<file path="config.mk">
export PLATFORM = sky130hd
export DESIGN_NAME = sseg_capture_flat
export DESIGN_NICKNAME = d
export VERILOG_FILES = /design/src/rtl/sseg_pkg.sv /design/src/rtl/sseg_capture_if.sv /design/src/rtl/sseg_digit_track.sv /design/src/rtl/sseg_capture.sv /design/src/flat_wrapper.sv
export SDC_FILE = /design/constraint.sdc
export NUM_CORES = 1
export LEC_CHECK = 0
export CAP_MARGIN = 20
export CORE_MARGIN = 2
export CORE_UTILIZATION = 59
export CTS_CLUSTER_SIZE = 40
export DETAILED_ROUTE_END_ITERATION = 12
export HOLD_SLACK_MARGIN = 0.06
export PLACE_DENSITY = 0.84
export SYNTH_ARGS = -nofsm -noshare
export SYNTH_HDL_FRONTEND = slang
export SYNTH_SLANG_ARGS = --single-unit
</file>
<file path="constraint.sdc">
create_clock -name clk -period 4.4 [get_ports clk]
set_input_delay 0.44 -clock clk [delete_from_list [all_inputs] [get_ports clk]]
set_output_delay 0.44 -clock clk [all_outputs]
set_load 0.01 [all_outputs]
</file>
<file path="src/rtl/sseg_pkg.sv">
// ---------------------------------------------------------------------------
// sseg_pkg
// Shared definitions for the two-digit multiplexed seven-segment interface.
// Holds the active-low glyph encoding used by both the display driver
// (encoder side) and the capture block (decoder side), the capture FSM state
// type, the packed view of the nine scanned lines, and the glyph decoder.
//
// Segment vector ordering is {ca,cb,cc,cd,ce,cf,cg}; a 0 lights a segment.
// ---------------------------------------------------------------------------
package sseg_pkg;

    localparam int SEG_W = 7;

    // Active-low glyphs for the sixteen hex digits.
    localparam logic [SEG_W-1:0] GLYPH_0 = 7'b0000001;
    localparam logic [SEG_W-1:0] GLYPH_1 = 7'b1001111;
    localparam logic [SEG_W-1:0] GLYPH_2 = 7'b0010010;
    localparam logic [SEG_W-1:0] GLYPH_3 = 7'b0000110;
    localparam logic [SEG_W-1:0] GLYPH_4 = 7'b1001100;
    localparam logic [SEG_W-1:0] GLYPH_5 = 7'b0100100;
    localparam logic [SEG_W-1:0] GLYPH_6 = 7'b0100000;
    localparam logic [SEG_W-1:0] GLYPH_7 = 7'b0001111;
    localparam logic [SEG_W-1:0] GLYPH_8 = 7'b0000000;
    localparam logic [SEG_W-1:0] GLYPH_9 = 7'b0000100;
    localparam logic [SEG_W-1:0] GLYPH_A = 7'b0001000;
    localparam logic [SEG_W-1:0] GLYPH_B = 7'b1100000;
    localparam logic [SEG_W-1:0] GLYPH_C = 7'b0110001;
    localparam logic [SEG_W-1:0] GLYPH_D = 7'b1000010;
    localparam logic [SEG_W-1:0] GLYPH_E = 7'b0110000;
    localparam logic [SEG_W-1:0] GLYPH_F = 7'b0111000;

    typedef enum logic [1:0] {
        ST_IDLE  = 2'd0,
        ST_COUNT = 2'd1,
        ST_HELD  = 2'd2
    } cap_state_t;

    // The nine scanned lines as seen by the capture logic.
    typedef struct packed {
        logic             an1;
        logic             an0;
        logic [SEG_W-1:0] seg;
    } lines_t;

    // Everything off: both anodes high, all segments dark.
    localparam lines_t LINES_IDLE = '{an1: 1'b1, an0: 1'b1, seg: '1};

    // Returns {ok, value}; ok=0 for any pattern that is not a hex glyph.
    function automatic logic [4:0] sseg_decode(input logic [SEG_W-1:0] seg);
        logic [4:0] res;
        res = 5'b0_0000;
        case (seg)
            GLYPH_0: res = {1'b1, 4'h0};
            GLYPH_1: res = {1'b1, 4'h1};
            GLYPH_2: res = {1'b1, 4'h2};
            GLYPH_3: res = {1'b1, 4'h3};
            GLYPH_4: res = {1'b1, 4'h4};
            GLYPH_5: res = {1'b1, 4'h5};
            GLYPH_6: res = {1'b1, 4'h6};
            GLYPH_7: res = {1'b1, 4'h7};
            GLYPH_8: res = {1'b1, 4'h8};
            GLYPH_9: res = {1'b1, 4'h9};
            GLYPH_A: res = {1'b1, 4'hA};
            GLYPH_B: res = {1'b1, 4'hB};
            GLYPH_C: res = {1'b1, 4'hC};
            GLYPH_D: res = {1'b1, 4'hD};
            GLYPH_E: res = {1'b1, 4'hE};
            GLYPH_F: res = {1'b1, 4'hF};
            default: res = 5'b0_0000;
        endcase
        return res;
    endfunction

endpackage

</file>
<file path="src/rtl/sseg_capture_if.sv">
// ---------------------------------------------------------------------------
// sseg_capture_if
// Bundles the scanned display lines and the recovered per-digit results.
//   ca..cg     segment lines, active-low (driven by the display side)
//   AN0, AN1   digit anodes, active-low  (driven by the display side)
//   digit0/1   last accepted hex value per digit
//   valid0/1   digit holds a live accepted value
//   err0/1     last stable pattern on the digit was not a hex glyph
//   upd0/1     one-cycle pulse on each accept
// master: the display driver / stimulus side.  slave: the capture block.
// ---------------------------------------------------------------------------
interface sseg_capture_if;

    logic       ca, cb, cc, cd, ce, cf, cg;
    logic       AN0, AN1;
    logic [3:0] digit0, digit1;
    logic       valid0, valid1;
    logic       err0, err1;
    logic       upd0, upd1;

    modport master (
        output ca, cb, cc, cd, ce, cf, cg, AN0, AN1,
        input  digit0, digit1, valid0, valid1, err0, err1, upd0, upd1
    );

    modport slave (
        input  ca, cb, cc, cd, ce, cf, cg, AN0, AN1,
        output digit0, digit1, valid0, valid1, err0, err1, upd0, upd1
    );

endinterface

</file>
<file path="src/rtl/sseg_digit_track.sv">
// ---------------------------------------------------------------------------
// sseg_digit_track
// Result holder for one display digit. On commit it either latches a decoded
// hex value (valid glyph) or raises the sticky error flag (bad glyph), and
// pulses upd for one cycle. A saturating age counter clears valid once the
// digit has gone TIMEOUT_CYCLES without a commit; digit and err are held.
// Ports:
//   clk, arst          clock, asynchronous active-low reset
//   commit             accept the current decode on this edge
//   glyph_ok/glyph_val decoder result for the stable pattern
//   digit/valid/err/upd registered results
// ---------------------------------------------------------------------------
module sseg_digit_track #(
    parameter int TIMEOUT_CYCLES = 1024
) (
    input  logic       clk,
    input  logic       arst,
    input  logic       commit,
    input  logic       glyph_ok,
    input  logic [3:0] glyph_val,
    output logic [3:0] digit,
    output logic       valid,
    output logic       err,
    output logic       upd
);

    localparam int             TW       = $clog2(TIMEOUT_CYCLES) + 1;
    localparam logic [TW-1:0]  AGE_MAX  = TW'(TIMEOUT_CYCLES);
    localparam logic [TW-1:0]  AGE_LAST = TW'(TIMEOUT_CYCLES - 1);

    logic [TW-1:0] age;

    always_ff @(posedge clk or negedge arst) begin
        if (!arst) begin
            digit <= 4'h0;
            valid <= 1'b0;
            err   <= 1'b0;
            upd   <= 1'b0;
            age   <= '0;
        end else begin
            upd <= commit;
            // A commit beats a timeout landing on the same edge.
            if (commit) begin
                age <= '0;
                if (glyph_ok) begin
                    digit <= glyph_val;
                    valid <= 1'b1;
                    err   <= 1'b0;
                end else begin
                    err   <= 1'b1;
                end
            end else begin
                if (age != AGE_MAX) begin
                    age <= age + 1'b1;
                end
                // Age reaches TIMEOUT_CYCLES on this edge (or already has).
                if (age >= AGE_LAST) begin
                    valid <= 1'b0;
                end
            end
        end
    end

endmodule

</file>
<file path="src/rtl/sseg_capture.sv">
// ---------------------------------------------------------------------------
// sseg_capture
// Receiver for a two-digit multiplexed seven-segment display. The nine scanned
// lines are synchronized, a pattern must stay identical for STABLE_CYCLES
// consecutive samples under a single active anode before it is committed to
// that digit, and each digit tracks its own refresh timeout.
// Ports:
//   clk        system clock
//   arst       asynchronous reset, active-low
//   bus        sseg_capture_if.slave: ca..cg, AN0, AN1 in; digit0/1,
//              valid0/1, err0/1, upd0/1 out
// Latency: a clean pattern present before edge 0 commits on edge
// STABLE_CYCLES+1 (two sync edges, then STABLE_CYCLES samples).
// ---------------------------------------------------------------------------
module sseg_capture
    import sseg_pkg::*;
#(
    parameter int STABLE_CYCLES  = 4,
    parameter int TIMEOUT_CYCLES = 1024
) (
    input  logic         clk,
    input  logic         arst,
    sseg_capture_if.slave bus
);

    localparam int            CW         = $clog2(STABLE_CYCLES) + 1;
    localparam logic [CW-1:0] STABLE_MAX = CW'(STABLE_CYCLES);

    lines_t        raw;
    lines_t        sync_p1;
    lines_t        s_p2;
    lines_t        s_prev;
    cap_state_t    state;
    logic [CW-1:0] cnt;

    logic          changed;
    logic          an0_on;
    logic          an1_on;
    logic          sel_ok;
    logic          sel;
    logic [CW-1:0] cnt_inc;
    logic          commit_go;
    logic [4:0]    dec;

    assign raw = {bus.AN1, bus.AN0, bus.ca, bus.cb, bus.cc, bus.cd, bus.ce, bus.cf, bus.cg};

    always_comb begin
        changed = (s_p2 != s_prev);
        an0_on  = !s_p2.an0 &&  s_p2.an1;
        an1_on  =  s_p2.an0 && !s_p2.an1;
        sel_ok  = an0_on || an1_on;
        sel     = an1_on;
        // cnt never exceeds STABLE_MAX, and CW has a spare bit, so no wrap.
        cnt_inc = cnt + 1'b1;
        // Commit on the edge where the identical-sample run reaches the target.
        commit_go = !changed && sel_ok && (state != ST_HELD) && (cnt_inc >= STABLE_MAX);
        dec     = sseg_decode(s_p2.seg);
    end

    always_ff @(posedge clk or negedge arst) begin
        if (!arst) begin
            sync_p1 <= LINES_IDLE;
            s_p2    <= LINES_IDLE;
            s_prev  <= LINES_IDLE;
            state   <= ST_IDLE;
            cnt     <= '0;
        end else begin
            // Stage p1 -> p2: two-flop synchronizer; s_prev keeps the last sample.
            sync_p1 <= raw;
            s_p2    <= sync_p1;
            s_prev  <= s_p2;
            // Any change or an unusable anode pair restarts the run at 1.
            if (changed || !sel_ok) begin
                state <= ST_IDLE;
                cnt   <= CW'(1);
            end else begin
                case (state)
                    ST_IDLE, ST_COUNT: begin
                        cnt   <= cnt_inc;
                        state <= commit_go ? ST_HELD : ST_COUNT;
                    end
                    ST_HELD: state <= ST_HELD;
                    default: state <= ST_IDLE;
                endcase
            end
        end
    end

    logic [3:0] digit0_w, digit1_w;
    logic       valid0_w, valid1_w, err0_w, err1_w, upd0_w, upd1_w;

    sseg_digit_track #(.TIMEOUT_CYCLES(TIMEOUT_CYCLES)) u_trk0 (
        .clk       (clk),
        .arst      (arst),
        .commit    (commit_go && !sel),
        .glyph_ok  (dec[4]),
        .glyph_val (dec[3:0]),
        .digit     (digit0_w),
        .valid     (valid0_w),
        .err       (err0_w),
        .upd       (upd0_w)
    );

    sseg_digit_track #(.TIMEOUT_CYCLES(TIMEOUT_CYCLES)) u_trk1 (
        .clk       (clk),
        .arst      (arst),
        .commit    (commit_go && sel),
        .glyph_ok  (dec[4]),
        .glyph_val (dec[3:0]),
        .digit     (digit1_w),
        .valid     (valid1_w),
        .err       (err1_w),
        .upd       (upd1_w)
    );

    assign bus.digit0 = digit0_w;
    assign bus.digit1 = digit1_w;
    assign bus.valid0 = valid0_w;
    assign bus.valid1 = valid1_w;
    assign bus.err0   = err0_w;
    assign bus.err1   = err1_w;
    assign bus.upd0   = upd0_w;
    assign bus.upd1   = upd1_w;

endmodule

</file>
<file path="src/flat_wrapper.sv">
// flat-port wrapper written by rule: the top's interface ports become plain ports
module sseg_capture_flat import sseg_pkg::*;
#(
    parameter int STABLE_CYCLES  = 4,
    parameter int TIMEOUT_CYCLES = 1024
)
  (clk, arst, bus_ca, bus_cb, bus_cc, bus_cd, bus_ce, bus_cf, bus_cg, bus_AN0, bus_AN1, bus_digit0, bus_digit1, bus_valid0, bus_valid1, bus_err0, bus_err1, bus_upd0, bus_upd1);
  sseg_capture_if bus_i ();
  input  logic clk;
  input  logic arst;
  input wire logic [$bits(bus_i.ca)-1:0] bus_ca;
  input wire logic [$bits(bus_i.cb)-1:0] bus_cb;
  input wire logic [$bits(bus_i.cc)-1:0] bus_cc;
  input wire logic [$bits(bus_i.cd)-1:0] bus_cd;
  input wire logic [$bits(bus_i.ce)-1:0] bus_ce;
  input wire logic [$bits(bus_i.cf)-1:0] bus_cf;
  input wire logic [$bits(bus_i.cg)-1:0] bus_cg;
  input wire logic [$bits(bus_i.AN0)-1:0] bus_AN0;
  input wire logic [$bits(bus_i.AN1)-1:0] bus_AN1;
  output wire logic [$bits(bus_i.digit0)-1:0] bus_digit0;
  output wire logic [$bits(bus_i.digit1)-1:0] bus_digit1;
  output wire logic [$bits(bus_i.valid0)-1:0] bus_valid0;
  output wire logic [$bits(bus_i.valid1)-1:0] bus_valid1;
  output wire logic [$bits(bus_i.err0)-1:0] bus_err0;
  output wire logic [$bits(bus_i.err1)-1:0] bus_err1;
  output wire logic [$bits(bus_i.upd0)-1:0] bus_upd0;
  output wire logic [$bits(bus_i.upd1)-1:0] bus_upd1;
  assign bus_i.ca = bus_ca;
  assign bus_i.cb = bus_cb;
  assign bus_i.cc = bus_cc;
  assign bus_i.cd = bus_cd;
  assign bus_i.ce = bus_ce;
  assign bus_i.cf = bus_cf;
  assign bus_i.cg = bus_cg;
  assign bus_i.AN0 = bus_AN0;
  assign bus_i.AN1 = bus_AN1;
  assign bus_digit0 = bus_i.digit0;
  assign bus_digit1 = bus_i.digit1;
  assign bus_valid0 = bus_i.valid0;
  assign bus_valid1 = bus_i.valid1;
  assign bus_err0 = bus_i.err0;
  assign bus_err1 = bus_i.err1;
  assign bus_upd0 = bus_i.upd0;
  assign bus_upd1 = bus_i.upd1;
  sseg_capture #(.STABLE_CYCLES(STABLE_CYCLES), .TIMEOUT_CYCLES(TIMEOUT_CYCLES)) u_core (.clk(clk), .arst(arst), .bus(bus_i));
endmodule
</file>
==> summary.txt <==
Synthesis
  • Synth Area in Simple Gates: 0.1982
  • EDFF count, synth: 0
  • Yosys top cell by area: dfrtp_1
  • Synth Instances: 288
  • Yosys warning count: 0
  • Main combinational cell family by area after synthesis: simple AND/OR/NAND/NOR gates
  • Post-synthesis xor/xnor area fraction: 0.09062
  • Synth Register Bits: 68
  • Top-area cell type share of the netlist area: 0.3231
  • Synth cell types: 53
  • Register area share after synthesis: 0.5465
  • Syn Area/Cell: 11.03 um^2
  • Compound-Gate Fraction of Synth Area: 0.07565
  • Synth Area in Adders: 0.02364
  • Multiplexer share of the synthesized area: 0.03191
  • Syn nets: 305
  • Ranking of synthesized cells by area: dfrtp_1, dfstp_2, xnor2_1, xor2_1, nor2_1
  • Async set or reset register ratio after synthesis: 1.000
  • Ys flop type: dfrtp_1
  • Synth Cell Area: about 3200 um^2

Die
  • Core ar.: ~5000 um^2
  • Row Count: 26
  • Ports: 25
  • Initial core utilization: 0.6178
  • Die area: 5985 um^2
  • Chip height: 77.37 um
  • DIE WIDTH: 77.37 um

Clock network
  • Clock tree from TritonCTS: done
  • Worst-case clock buffer depth: 2
  • Sinks on the clock net: 68
  • Post_cts resized: 0
  • Reg clk slew, reported paths: 70 ps
  • H-Tree Depth: 3
  • Hold-fix buffers, CTS: 0
  • Cts bufs inserted: 9
  • Number of post-CTS setup repair buffers: 0
  • Clock Latency Late Sink: 340 ps
  • Root buf cell: clkbuf_8

Pwr
  • Leakage: 1.555 nW
  • PwrDens: 335.4 nW/um^2
  • Maximum vdd drop: 0.2294 mV

Layout
  • Final antenna diode count: 0
  • Most common cell after layout, fill and taps aside: dfrtp_1
  • FF/Latch Area: 1735 um^2
  • Most frequent cells in the layout: dfrtp_1, nor2_1, dfstp_2
  • Layout area overhead: 14.78%
  • Number of nets in the layout: about 330
  • Share of layout cells above drive strength 1: 0.1672
  • FILL cells: 389
  • Multi-input gate area: 1334 um^2

Critical path
  • Startpoint types: flip-flop
  • Crit Path Category: reg2reg
  • Crit path DAT: 2720 ps
  • CP endpoint kind: flip-flop
  • Crit Path Max Fanout: 17
  • Req. time, crit path: 4620 ps

Drt
  • DRC: 0
  • Final wirelength: roughly 5700 um
  • ANT nets after route: 0
  • WL/cell: about 15 um
  • Initial DRT Pass Iterations: 5
  • Vias per Instance: 5.731
  • Vias: 2,218
  • Iter 0 DRT Violations: between 80 and 90

Timing
  • Unrepaired setup endpoints after global routing: false
  • Least-Margin Pin Slew: 831.7 ps
  • Slew Viols, Final: 0
  • Hold_ws: 285.8 ps
  • Slew HR: 0.4455
  • Period minus WS final: roughly 2500 ps
  • Clock Skew: between 8 and 9 ps
  • Fin. Hold Viols: 0
  • Post-Route Setup TNS: 0 ps
  • Setup violators final: 0
  • FMAX: 0.4000 GHz
  • Period utilization: 0.5682

GRT
  • Overall Global Routing Usage: 0.2102
  • Vias in the first global route: 2,151
  • Largest net degree at the start of global routing: 69
  • Total grt overflow: 0
  • Initial antenna violation count: 0
  • First-pass GRT wire length: 9791 um

Place
  • Gpl congestion: 0.8692
  • Port Buffers: 24
  • HPWL Detailed: 3797 um

Hold path
  • HP Class: in2async

Run
  • Max-cap violations: 0

Outcome
  • Status: complete, no violations
## metrics by stage
stage	setup WS, ps	instances	total power (W)	instance area, um^2	utilization
floorplan	2105	288	0.0007149	3176	-
global placement	1968	371	0.0007438	3452	0.6716
detailed placement	1925	371	0.0007470	3452	0.6716
CTS	1900	387	0.001235	3645	0.7091
global route	1804	387	0.001273	3645	0.7091
finish	1900	387	0.001222	3645	0.7091
## logic make-up after synthesis
family / after synthesis
and+or+nand+nor: 116
DFF: 68
AOI/OAI and AO/OA: 32
xor gates and xnor gates: 32
buffers and inverters: 25
muxes: 9
adders and majority gates: 6
## critical path, stage by stage, from the launching register on
cell and delay, ps:
dfrtp_1 390, ha_1 250, xnor2_1 200, or3_1 380, or4_1 480, clkinv_1 310, mux2_2 380
## worst paths after layout
check                                              to              start  slack, ps  cells past startpoint
worst max-delay path                u_core.u_trk0.err      u_core.cnt[0]       1900                      6
worst min-delay path                u_core.u_trk1.upd               arst        290                      2
worst max register to register      u_core.u_trk0.err      u_core.cnt[0]       1900                      6
worst min register to register         u_core.s_p2[3]  u_core.sync_p1[3]        350                      0
max in group asynchronous       u_core.u_trk0.age[10]               arst       3570                      2
min in group clk                       u_core.s_p2[3]  u_core.sync_p1[3]        350                      0
## cell usage after synthesis, types with 2 or more instances
cell	count
a21oi_1	4
nor2_1	32
nor3_1	5
nand2_1	17
o21a_1	2
or4_1	2
o21ai_0	5
clkbuf_1	8
or3_1	6
nor4b_1	2
nand4_1	7
nand4b_1	2
a211oi_1	4
nand2b_1	7
mux2i_1	3
and3_1	10
a41oi_1	2
buf_2	4
xnor2_1	16
nand3_1	8
xor2_1	15
inv_1	11
nor2b_1	5
o31a_1	2
dfstp_2	27
ha_1	6
nor4_1	6
mux2_2	4
dfrtp_1	41
o31ai_1	2
## report_power, final
| group | total, W | leakage (nW) | switching (W) | internal [W] |
|---|---|---|---|---|
| Combinational | 0.0000619 | 0.638 | 0.0000322 | 0.0000297 |
| Clock | 0.000486 | 0.0989 | 0.000216 | 0.000270 |
| Sequential | 0.000675 | 0.818 | 0.0000218 | 0.000653 |
## state kept, by name (all words and copies together), names as in the netlist
register	count
u_core.u_trk1.age	11
u_core.u_trk0.upd	1
u_core.s_prev	9
u_core.u_trk1.valid	1
u_core.u_trk0.err	1
u_core.u_trk0.valid	1
u_core.cnt	3
u_core.u_trk1.digit	4
u_core.u_trk0.digit	4
u_core.u_trk1.err	1
u_core.s_p2	9
u_core.u_trk1.upd	1
u_core.sync_p1	9
u_core.u_trk0.age	11
u_core.state	2
## area by class of cell
cell class              instances  area share
multi-input cells             195      0.3659
clock buffers                  15     0.05149
flip-flops and latches         68      0.4761
repair buffers                 26     0.06866
inverters                      12     0.01236
well taps                      70     0.02403
clock inverters                 1    0.001373
## per-layer routing
metal / wire [um] / global-route usage
met1: 2608 / 0.2713
met2: 2668 / 0.3252
met3: 280 / 0.05465
met5: 0 / 0
met4: 149 / 0.1161
Note: power is estimated with default switching activity, not from simulation.
